$ cat src/rtl/rom_fetch_ctrl_pkg.sv
// Shared fetch definitions: state encoding, opcode field layout and ROM geometry defaults.
package rom_fetch_ctrl_pkg;

    typedef enum logic [1:0] {
        ST_IDLE  = 2'd0,
        ST_FETCH = 2'd1,
        ST_ISSUE = 2'd2,
        ST_HALT  = 2'd3
    } fetch_state_e;

    localparam int          ROM_AW_DEF  = 8;
    localparam int          ROM_DW_DEF  = 26;
    localparam int          OP_W        = 5;
    localparam int          OP_LSB_DEF  = 20;
    localparam logic [4:0]  OP_EXIT     = 5'h1F;

endpackage

$ cat src/rtl/rom_fetch_ctrl_fetch_pc.sv
// Program counter: load has priority over increment; the wrap flag is sticky until cleared.
module fetch_pc #(
    parameter int              AW       = 8,
    parameter logic [AW-1:0]   RESET_PC = '0
) (
    input  logic          clk,
    input  logic          rst_n,
    input  logic          load_i,
    input  logic [AW-1:0] load_val_i,
    input  logic          inc_i,
    input  logic          clr_wrap_i,
    output logic [AW-1:0] pc_o,
    output logic          wrapped_o
);

    logic [AW-1:0] pc_q;
    logic          wrap_q;

    always_ff @(posedge clk or negedge rst_n) begin
        if (!rst_n) begin
            pc_q   <= RESET_PC;
            wrap_q <= 1'b0;
        end else begin
            if (load_i) begin
                pc_q <= load_val_i;
            end else if (inc_i) begin
                pc_q <= pc_q + AW'(1);
            end
            // a redirect load never sets the flag, only a real increment past the top
            if (clr_wrap_i) begin
                wrap_q <= 1'b0;
            end else if (inc_i && !load_i && (pc_q == {AW{1'b1}})) begin
                wrap_q <= 1'b1;
            end
        end
    end

    assign pc_o      = pc_q;
    assign wrapped_o = wrap_q;

endmodule

$ cat src/rtl/rom_fetch_ctrl.sv
// Instruction-fetch sequencer: owns the PC, registers ROM words and offers them over valid/ready.
// state | meaning
// IDLE  | waiting for start
// FETCH | reading ROM at pc, instruction register empty
// ISSUE | instruction offered (inst_valid=1), refilled back-to-back on accept
// HALT  | EXIT consumed, fetch frozen until start
module rom_fetch_ctrl
    import rom_fetch_ctrl_pkg::*;
#(
    parameter int              AW       = ROM_AW_DEF,
    parameter int              DW       = ROM_DW_DEF,
    parameter logic [AW-1:0]   RESET_PC = '0,
    parameter int              OP_LSB   = OP_LSB_DEF,
    parameter logic [4:0]      HALT_OP  = OP_EXIT
) (
    input  logic          clk,
    input  logic          rst_n,
    input  logic          start,
    output logic [AW-1:0] rom_addr,
    input  logic [DW-1:0] rom_dout,
    output logic [DW-1:0] inst_data,
    output logic [AW-1:0] inst_pc,
    output logic          inst_valid,
    input  logic          inst_ready,
    input  logic          redirect_valid,
    input  logic [AW-1:0] redirect_addr,
    output logic          busy,
    output logic          halted,
    output logic          pc_wrapped
);

    fetch_state_e  state_q;
    logic [DW-1:0] inst_data_q;
    logic [AW-1:0] inst_pc_q;
    logic          inst_valid_q;
    logic          busy_q;
    logic          halted_q;

    logic [AW-1:0] pc;
    logic          start_ok;
    logic          is_halt;
    logic          pc_load;
    logic [AW-1:0] pc_load_val;
    logic          pc_inc;

    always_comb begin
        start_ok    = start && ((state_q == ST_IDLE) || (state_q == ST_HALT));
        is_halt     = (inst_data_q[OP_LSB +: OP_W] == HALT_OP);
        pc_load     = start_ok ||
                      (redirect_valid && ((state_q == ST_FETCH) || (state_q == ST_ISSUE)));
        pc_load_val = start_ok ? RESET_PC : redirect_addr;
        // pc_inc also marks the cycles where the instruction register captures rom_dout
        pc_inc      = ((state_q == ST_FETCH) && !redirect_valid) ||
                      ((state_q == ST_ISSUE) && !redirect_valid && inst_ready && !is_halt);
    end

    fetch_pc #(
        .AW       (AW),
        .RESET_PC (RESET_PC)
    ) u_fetch_pc (
        .clk        (clk),
        .rst_n      (rst_n),
        .load_i     (pc_load),
        .load_val_i (pc_load_val),
        .inc_i      (pc_inc),
        .clr_wrap_i (start_ok),
        .pc_o       (pc),
        .wrapped_o  (pc_wrapped)
    );

    always_ff @(posedge clk or negedge rst_n) begin
        if (!rst_n) begin
            state_q      <= ST_IDLE;
            inst_data_q  <= '0;
            inst_pc_q    <= '0;
            inst_valid_q <= 1'b0;
            busy_q       <= 1'b0;
            halted_q     <= 1'b0;
        end else begin
            if (pc_inc) begin
                inst_data_q <= rom_dout;
                inst_pc_q   <= pc;
            end
            unique case (state_q)
                ST_IDLE, ST_HALT: begin
                    if (start) begin
                        state_q  <= ST_FETCH;
                        busy_q   <= 1'b1;
                        halted_q <= 1'b0;
                    end
                end
                ST_FETCH: begin
                    if (!redirect_valid) begin
                        state_q      <= ST_ISSUE;
                        inst_valid_q <= 1'b1;
                    end
                end
                ST_ISSUE: begin
                    if (redirect_valid) begin
                        state_q      <= ST_FETCH;
                        inst_valid_q <= 1'b0;
                    end else if (inst_ready && is_halt) begin
                        state_q      <= ST_HALT;
                        inst_valid_q <= 1'b0;
                        busy_q       <= 1'b0;
                        halted_q     <= 1'b1;
                    end
                end
                default: begin
                    state_q <= ST_IDLE;
                end
            endcase
        end
    end

    assign rom_addr   = pc;
    assign inst_data  = inst_data_q;
    assign inst_pc    = inst_pc_q;
    assign inst_valid = inst_valid_q;
    assign busy       = busy_q;
    assign halted     = halted_q;

endmodule
$ cat config.mk
export PLATFORM = sky130hd
export DESIGN_NAME = rom_fetch_ctrl
export DESIGN_NICKNAME = d
export VERILOG_FILES = /design/src/rtl/rom_fetch_ctrl_pkg.sv /design/src/rtl/rom_fetch_ctrl_fetch_pc.sv /design/src/rtl/rom_fetch_ctrl.sv
export SDC_FILE = /design/constraint.sdc
export NUM_CORES = 1
export LEC_CHECK = 0
export CAP_MARGIN = 20
export CORE_ASPECT_RATIO = 1.1
export CORE_UTILIZATION = 29
export CTS_BUF_LIST = sky130_fd_sc_hd__clkbuf_4
export CTS_CLUSTER_SIZE = 25
export DETAILED_ROUTE_END_ITERATION = 16
export SETUP_SLACK_MARGIN = 0.3
export SYNTH_ARGS = -nofsm -noshare
export SYNTH_HDL_FRONTEND = slang
export SYNTH_HIERARCHICAL = 1
export SYNTH_SLANG_ARGS = --single-unit
export TNS_END_PERCENT = 30
$ cat constraint.sdc
create_clock -name clk -period 2.25 [get_ports clk]
set_input_delay 0.225 -clock clk [delete_from_list [all_inputs] [get_ports clk]]
set_output_delay 0.225 -clock clk [all_outputs]
set_load 0.02 [all_outputs]
==> results.txt, run 1 <==
status: complete, no violations
maximum vdd drop: 571 µV
RSZ-0062 raised after global routing: true
Detail Route Antenna Nets: 0
Core Rows: 33
Least-Margin Pin Slew: 0.572 ns
#FFs+latches synth: 48
FF+latch area: 1200 µm²
vias in the first global route: 1610
area occupied by multi-input gates: 1030 µm²
syn nets: 218
worst-case clock buffer depth: 2
Syn Inst Count: 175
final setup fails: 0
sequential fraction of the synthesis area: 52.5%
Pins Over Slew Limit: 0
WL final: 5020 µm
filler cell count: 722
Yosys warning count: 6
PD cells: 1400 nW/µm²
worst skew pair latency: 0.36 ns
Peak Freq: 0.525 GHz
Util after Layout: 45.8%
initial antenna violation count: 0
Num Clock Sinks: 48
H-tree depth: 2
DIE AREA: 8250 µm²
initial DRC count: 68
Worst EP arrival: 2.21 ns
core region area: 7560 µm²
Layout Nets: 316
Cell Area, Placed: 3230 µm²
Finished Cell Area: 3460 µm²
leakage power: 0.00147 µW
die span in x: 86.7 µm
fraction of layout cells with a size suffix above 1: 24.5%
Pre-antenna DRT Iters: 4
IO Count: 85
Hold Fails Final Rpt: 0
Root Buffer: clkbuf_4
commonest non-fill, non-tap cell in the layout: clkdlybuf4s50_1
worst min-delay path class: in2async
Die H: 95.1 µm
CP required: 2.55 ns
CP Launch Type: flip-flop
most frequent cells in the layout: 83 x clkdlybuf4s50_1, 48 x dfrtp_1, 29 x mux2_4, 13 x nand2_1
total congestion overflow: 0
detailed placement HPWL: 3620 µm
critical path type: reg2reg
CP Capture Type: flip-flop
CTS clk-pin slew, worst paths: 0.14 ns
largest net degree at the start of global routing: 29
period utilization: 84.7%
CTS tree: done
routed vias: 1656
Critical Path Fanout Max: 8
PnR Total Power: 4830 µW
TritonCTS Buffers: 5
Avg Synthesized Cell Area: 13.1 µm²
# port buffers: 84
Initial Util: 30.3%
Yosys cell types: 28
first-pass GRT wire length: 7820 µm
WL per Instance: 13.2 µm
Total GRT Usage: 12.2%
clk_skew: 0.0136 ns
setup TNS: 0 ns
Max Cap Violations: 0
gpl congestion: 0.912
DRC violations left: 0
Netlist Area Pre-Place: 2290 µm²
relative slew slack: 61.6%
# diodes: 0
Final min period: 1.91 ns
area grow syn2layout: 51.2%
Vias/cell: 4.37
[worst paths after layout]
kind | slack (ns) | depth (start not counted) | endpoint | startpoint
max | 0.34 | 6 | u_fetch_pc/wrapped_o$_DFFE_PN0P_ | state_q[1]$_DFFE_PN0P_
min | 0.33 | 2 | inst_data[3]$_DFFE_PN0P_ | rst_n
max reg2reg | 0.34 | 6 | u_fetch_pc/wrapped_o$_DFFE_PN0P_ | state_q[1]$_DFFE_PN0P_
min reg2reg | 0.52 | 1 | inst_data[9]$_DFFE_PN0P_ | inst_data[9]$_DFFE_PN0P_
max in group asynchronous | 1.17 | 3 | inst_data[20]$_DFFE_PN0P_ | rst_n
min in group clk | 0.47 | 2 | inst_data[23]$_DFFE_PN0P_ | rom_dout[23]
[sequential cells by signal, indices dropped and copies added, names as in the netlist]
name / flops
inst_data: 26
inst_pc: 8
u_fetch_pc/pc_o: 8
state_q: 2
busy: 1
halted: 1
inst_valid: 1
u_fetch_pc/wrapped_o: 1
[kinds of logic (layout without fill, tap and decap cells)]
kind of cell | after synthesis | in the layout | synth area share [%]
fa+ha+maj | 4 | 4 | 2.19
mux | 37 | 37 | 22.9
buf+inv | 15 | 114 | 5.09
xor+xnor | 4 | 4 | 1.53
compound gates | 20 | 20 | 4.87
flops | 48 | 48 | 52.5
simple gates | 47 | 47 | 10.9
[metal layers]
layer / part of all wire [%] / GRT usage (%) / vias up / wire, µm
li1: - / - / 800 / -
met1: 48 / 16.9 / 799 / 2390
met2: 47 / 18.9 / 52 / 2360
met3: 4.5 / 3.03 / 5 / 224
met4: 0.76 / 3.33 / 0 / 38
met5: 0 / 0 / - / 0
[metrics by stage]
stage / setup WS [ns] / cells / hold WS, ns
6_report: 0.344 / 379 / 0.332
2_1_floorplan: 0.230 / 175 / -0.0706
5_1_grt: 0.270 / 379 / 0.367
3_5_place_dp: 0.265 / 362 / 0.213
3_3_place_gp: 0.283 / 362 / 0.218
4_1_cts: 0.301 / 374 / 0.340
[power breakdown]
part | internal [µW] | switching, µW | leakage [µW]
Sequential | 1260 | 329 | 0.000576
Combinational | 1550 | 1180 | 0.000848
Clock | 245 | 271 | 0.0000456
Total | 3050 | 1780 | 0.00147
[worst max-delay path: stages (launching register included)]
cell and delay, ns:
dfrtp_1 0.45, buf_6 0.14, ha_4 0.21, nand2_1 0.08, o21ai_1 0.21, or4_4 0.61
a21oi_2 0.14
[cells in the mapped netlist]
master,count,share of area (%)
buf_12,3,2.6
o2bb2ai_1,1,0.38
or4_1,4,1.3
o22ai_1,1,0.27
and2_1,8,2.2
clkbuf_1,3,0.49
buf_6,1,0.49
mux2i_1,2,0.88
mux2_2,6,3.0
nor2b_1,4,1.1
xor2_1,3,1.1
nand4_2,1,0.55
xnor2_1,1,0.38
nor4_1,1,0.27
inv_1,7,1.1
nand3_1,7,1.5
nand3b_1,1,0.33
a22o_1,1,0.38
o21ai_0,11,2.4
nor2_1,6,0.98
mux2_4,29,19
ha_1,4,2.2
buf_4,1,0.33
o21a_1,1,0.33
nand2_1,13,2.1
nand4_1,2,0.55
dfrtp_1,48,53
a21oi_1,5,1.1
[cell type report]
class                           instances  area share [%]
Multi-Input combinational cell        112            29.8
Inverter                                7           0.760
Sequential cell                        48            34.7
Timing Repair Buffer                   99            28.6
Clock inverter                          2            1.01
Tap cell                              105            3.80
Clock buffer                            6            1.30
[repair_timing]
action                                 4_1_cts  5_1_grt
buffers inserted                             3        4
pin swaps                                    0        2
endpoints found under the hold margin       20        0
gates cloned                                 0        1
resized for setup                            2       10
hold buffers                                 1        0
setup endpoints to repair                   15       27
Note: power is estimated with default switching activity, not from simulation.
==> run 2, diff against run 1 <==
==> constraint.sdc (replaced) <==
create_clock -name clk -period 1.65 [get_ports clk]
set_input_delay 0.165 -clock clk [delete_from_list [all_inputs] [get_ports clk]]
set_output_delay 0.165 -clock clk [all_outputs]
set_load 0.02 [all_outputs]
==> run 2 against run 1 <==
  * The run now ends with negative setup slack left
  * Via count increased by 4.3%
  * Sequential cell count unchanged
  * Routed wire length increased by 8.2%
  * Largest power group unchanged
  * Count of clock-buffer cells in the layout unchanged
  * Critical path type unchanged
==> results.txt, run 2 (same netlist as run 1, synthesis figures left out) <==
worst-case clock buffer depth: 2
total congestion overflow: 0
reg2reg end: inst_data[18]$_DFFE_PN0P_
relative slew slack: 59.0%
Util after Layout: 47.1%
Core Rows: 33
reg2reg setup slack: -0.24 ns
Layout Nets: 329
Worst EP arrival: 2.15 ns
# port buffers: 84
CP required: 1.91 ns
die span in x: 86.7 µm
WL final: 5430 µm
Critical Path Fanout Max: 7
PnR Total Power: 6560 µW
WL per Instance: 13.8 µm
Hold Fails Final Rpt: 0
Peak Freq: 0.530 GHz
# diodes: 0
core region area: 7560 µm²
Seq pwr share: 33.0%
worst skew pair latency: 0.36 ns
PD cells: 1850 nW/µm²
vias in the first global route: 1755
Num Clock Sinks: 48
failing checks: negative setup slack
crit-path max cell delay: 0.43 ns
Least-Margin Pin Slew: 0.615 ns
fraction of layout cells with a size suffix above 1: 32.8%
initial antenna violation count: 0
H-tree depth: 2
routed vias: 1727
maximum vdd drop: 736 µV
max reg flops: 26
worst flop-to-flop path startpoint: state_q[1]$_DFFE_PN0P_
Critical Path Most Common Cell: buf_12
period utilization: 114%
Pins Over Slew Limit: 0
Final min period: 1.89 ns
area grow syn2layout: 55.5%
worst-path cell chain: inv_2 -> ha_4 -> nand3b_1 -> o21a_2 -> buf_12 -> buf_12 -> clkbuf_16 -> mux2_4
CTS tree: done
Place WS: -0.183 ns
CTS clk-pin slew, worst paths: 0.14 ns
Root Buffer: clkbuf_4
leakage power: 0.00163 µW
Die H: 95.1 µm
Max Cap Violations: 0
initial DRC count: 60
status: complete, but fails checks
DRC violations left: 0
final setup fails: 44
Total GRT Usage: 13.5%
Clk network pwr share: 10.8%
P_sw: 2530 µW
most frequent cells in the layout: 43 x dfrtp_1, 37 x clkdlybuf4s50_1, 36 x dlygate4sd2_1, 30 x mux2_4, 18 x buf_4
FF-to-FF path depth: 8
Cell Area, Placed: 3380 µm²
Comb pwr share: 56.2%
first-pass GRT wire length: 8540 µm
TritonCTS Buffers: 5
RSZ-0062 raised after global routing: true
Int Pwr: 4040 µW
Pre-antenna DRT Iters: 4
clk_skew: 0.0146 ns
CP max stage cell: dfrtp_1
Detail Route Antenna Nets: 0
sw frac: 38.5%
largest net degree at the start of global routing: 27
Vias/cell: 4.41
Finished Cell Area: 3560 µm²
CP Capture Type: flip-flop
CP Launch Type: flip-flop
IO Count: 85
DIE AREA: 8250 µm²
critical path type: reg2reg
Initial Util: 30.3%
crit path setup slack, layout: -0.236 ns
detailed placement HPWL: 3940 µm
commonest non-fill, non-tap cell in the layout: dfrtp_1
gpl congestion: 0.819
worst min-delay path class: in2async
==> run 2: final cells by class <==
| class | count | area (µm²) |
|---|---|---|
| fill | 721 | 4000 |
| timing repair buffer | 112 | 1080 |
| tap | 105 | 131 |
| multi-input combinational | 112 | 1030 |
| inverter | 7 | 26.3 |
| sequential | 48 | 1210 |
| clock inverter | 2 | 35.0 |
| clock buffer | 6 | 45.0 |
==> run 2: how the worst max path moves through the flow <==
stage,start,endpoint,cells past startpoint
2_1_floorplan,state_q[0]$_DFFE_PN0P_,u_fetch_pc/pc_o[5]$_DFFE_PN0P_,11
3_3_place_gp,inst_ready,u_fetch_pc/wrapped_o$_DFFE_PN0P_,7
3_5_place_dp,inst_ready,u_fetch_pc/wrapped_o$_DFFE_PN0P_,7
4_1_cts,state_q[0]$_DFFE_PN0P_,u_fetch_pc/wrapped_o$_DFFE_PN0P_,8
5_1_grt,state_q[1]$_DFFE_PN0P_,inst_data[18]$_DFFE_PN0P_,9
6_report,state_q[1]$_DFFE_PN0P_,inst_data[18]$_DFFE_PN0P_,8
==> run 2: metal layers <==
| layer | global-route usage, % | part of all wire (%) |
|---|---|---|
| met4 | 3.61 | 0.94 |
| met3 | 2.94 | 4.1 |
| met5 | 0 | 0 |
| met2 | 23.2 | 50 |
| met1 | 17.1 | 45 |
==> run 2: per-stage QoR <==
| step | setup TNS (ns) | std cells | hold slack [ns] |
|---|---|---|---|
| detailed placement | -3.98 | 374 | 0.217 |
| CTS | -4.29 | 389 | 0.348 |
| finish | -6.68 | 392 | 0.331 |
| floorplan | -1.89 | 175 | -0.131 |
| global route | -10.77 | 392 | 0.371 |
| global placement | -4.46 | 374 | 0.214 |
==> run 2: timing repair <==
item                       in CTS  in global routing
cloned                          0                  1
buffers inserted                6                  2
hold endpoints to repair       25                  0
pin swaps                      10                  4
gates resized for setup        65                 17
hold buffers                    1                  0
setup endpoints to repair      93                 58
==> run 2: worst max-delay path, delay by kind of cell, from the launching register on <==
kind            cells  cell delay (ns)
buf+inv             4             0.50
compound gates      1             0.25
flops               1             0.43
simple gates        1             0.14
fa+ha+maj           1             0.17
mux                 1             0.29
==> run 2: power groups by stage <==
stage	clock, µW	combinational [µW]	sequential (µW)
after global routing	788	3950	2250
after CTS	746	3620	2160
after detailed placement	0	3770	2200
after floorplan	0	1620	2750
after global placement	0	3730	2190
final	708	3690	2170
==> RTL change, RTL diff (flow settings as in run 2) <==
The 4 states of `fetch_state_e` get a one-hot encoding in 4 bits.
--- a/src/rtl/rom_fetch_ctrl_pkg.sv
+++ b/src/rtl/rom_fetch_ctrl_pkg.sv
@@ -1,11 +1,11 @@
 // Shared fetch definitions: state encoding, opcode field layout and ROM geometry defaults.
 package rom_fetch_ctrl_pkg;
 
-    typedef enum logic [1:0] {
-        ST_IDLE  = 2'd0,
-        ST_FETCH = 2'd1,
-        ST_ISSUE = 2'd2,
-        ST_HALT  = 2'd3
+    typedef enum logic [3:0] {
+        ST_IDLE  = 4'b0001,
+        ST_FETCH = 4'b0010,
+        ST_ISSUE = 4'b0100,
+        ST_HALT  = 4'b1000
     } fetch_state_e;
 
     localparam int          ROM_AW_DEF  = 8;
Behaviour: no difference found for any inputs over 10 cycles, from zero or initial values and one cycle with rst_n low; not proved beyond that.
==> RTL change against run 2 <==
- the run still ends with negative setup slack left
- setup slack worse by 0.066 ns
- clock skew decreased by 0.0055 ns
- routed wire length grew 1.1%
- cell area grew 3.4%
- synthesized cell count grew 5.1%
- sequential cell count is 2 higher
- combinational power fell by 19%
- power fell by 11%
- synthesized area increased by 4.0%
- sequential power down 2%
- critical endpoint is now u_fetch_pc/wrapped_o
- highest routed layer unchanged
==> RTL change: results (changes against run 2) <==
| Metric | Value |
|---|---|
| Post-DP Area | 3500 µm² (+3.4%) |
| Static leakage | 1.79 nW (+10%) |
| Fraction of area in multi-input gates | 0.291 (about the same) |
| Inverters | 5 (-2) |
| Iter 0 DRT Violations | 65 (+8.3%) |
| Cells resized by post-CTS repair | 78 (+20%) |
| Crit Path Max Fanout | 9 (+2) |
| Cell family with most CP delay | simple AND/OR/NAND/NOR gates |
| Clk tree area frac | 0.0211 (-0.00142) |
| Synthesis Warnings | 6 (unchanged) |
| Gpl congestion | 0.744 (-9.2%) |
| Htree depth | 2 (unchanged) |
| FF+latch count | 50 (+4.2%) |
| Worst min path class | primary input to asynchronous set/reset pin |
| Crit-path slowest cell | or4_1 |
| Mux cell area share after synthesis | 0.211 (-0.0178) |
| Hold_ws | 0.300 ns (-0.0304 ns) |
| Post-CTS Repair Setup Buffers | 2 (-4) |
| Synth Area in XOR/XNOR | 0.0221 (+0.00676) |
| WP data arrival | 2.26 ns (+0.11 ns) |
| DPL Wire Length | 3790 µm (-3.7%) |
| CP max stage delay | 0.54 ns (+0.11 ns) |
| Most used DFF post-synth | dfrtp_1 |
| GRT Total Usage | 0.133 (-0.00211) |
| Outcome | finished, violations left |
| Data buffer area share | 0.304 (+0.00100) |
| Fraction of area in registers | 0.342 (+0.00286) |
| PD cells | 1580 nW/µm² (-14%) |
| Num CTS Buffers | 5 (unchanged) |
| Syn_nets | 224 (+2.8%) |
| Adder-cell area share of the yosys netlist | 0.00526 (-0.0166) |
| Largest net degree at the start of global routing | 51 (+89%) |
| Comb_multi_in | 118 (+5.4%) |
| Routed wire length per instance | 13.5 µm (-2.2%) |
| Switch share | 0.375 (-0.00981) |
| Layout area overhead | 54.5% |
| Root buf cell | clkbuf_4 |
| Vias in the first global route | 1743 (-0.68%) |
| # fillers | 771 (+6.9%) |
| Worst slew margin | 0.796 (+0.206) |
| Post-synthesis sequential area ratio | 0.526 (+0.00112) |
| Total number of vias | 1754 (+1.6%) |
| Crit. Startpoint | state_q[2] |
| Synth area leaders | dfrtp_1 52%, mux2_4 18%, nand2_1 2.7% |
| Final Skew | 0.00911 ns (-0.00547 ns) |
| Failing checks | negative setup slack |
| Setup ws final | -0.301 ns (-0.0658 ns) |
| Layout Nets | 336 (+2.1%) |
| Crit path to | u_fetch_pc/wrapped_o |
| Die footprint | 8570 µm² (+4.0%) |
| Post-synth top cells | 49 x dfrtp_1, 29 x mux2_4, 17 x nand2_1 |
| First-pass GRT wire length | 8710 µm (+2.0%) |
| Count of cell types in the netlist | 36 (+29%) |
| Share of cells above drive strength 1 | 0.354 (+0.0260) |
| Setup TNS | -8.33 ns (-1.65 ns) |
| Buffers, non-clock | 116 (+3.6%) |
| Synth Area in Compound Gates | 0.0473 (-0.00137) |
| Final setup fails | 43 (-2.3%) |
| VDD IR max | 0.549 mV (-25%) |
[RTL change: power groups by stage]
stage | logic [mW] | clock network, mW | registers (mW)
after global placement | 3.19 | 0 | 2.15
after floorplan | 1.19 | 0 | 2.71
final | 2.98 | 0.711 | 2.13
after global routing | 3.17 | 0.793 | 2.20
after CTS | 3.06 | 0.748 | 2.13
after detailed placement | 3.21 | 0 | 2.15
[RTL change: routing by layer]
| metal | part of all wire | vias up | track usage | wire length, µm |
|---|---|---|---|---|
| li1 | - | 868 | - | - |
| met1 | 0.45 | 830 | 0.185 | 2480 |
| met2 | 0.48 | 49 | 0.201 | 2640 |
| met3 | 0.051 | 7 | 0.0307 | 280 |
| met4 | 0.017 | 0 | 0.0447 | 93 |
| met5 | 0 | - | 0 | 0 |
[RTL change: stage by stage]
stage	cells	setup slack, ns
2_1_floorplan	184	-0.654
3_3_place_gp	390	-0.313
4_1_cts	404	-0.297
6_report	405	-0.301
5_1_grt	405	-0.400
3_5_place_dp	390	-0.345
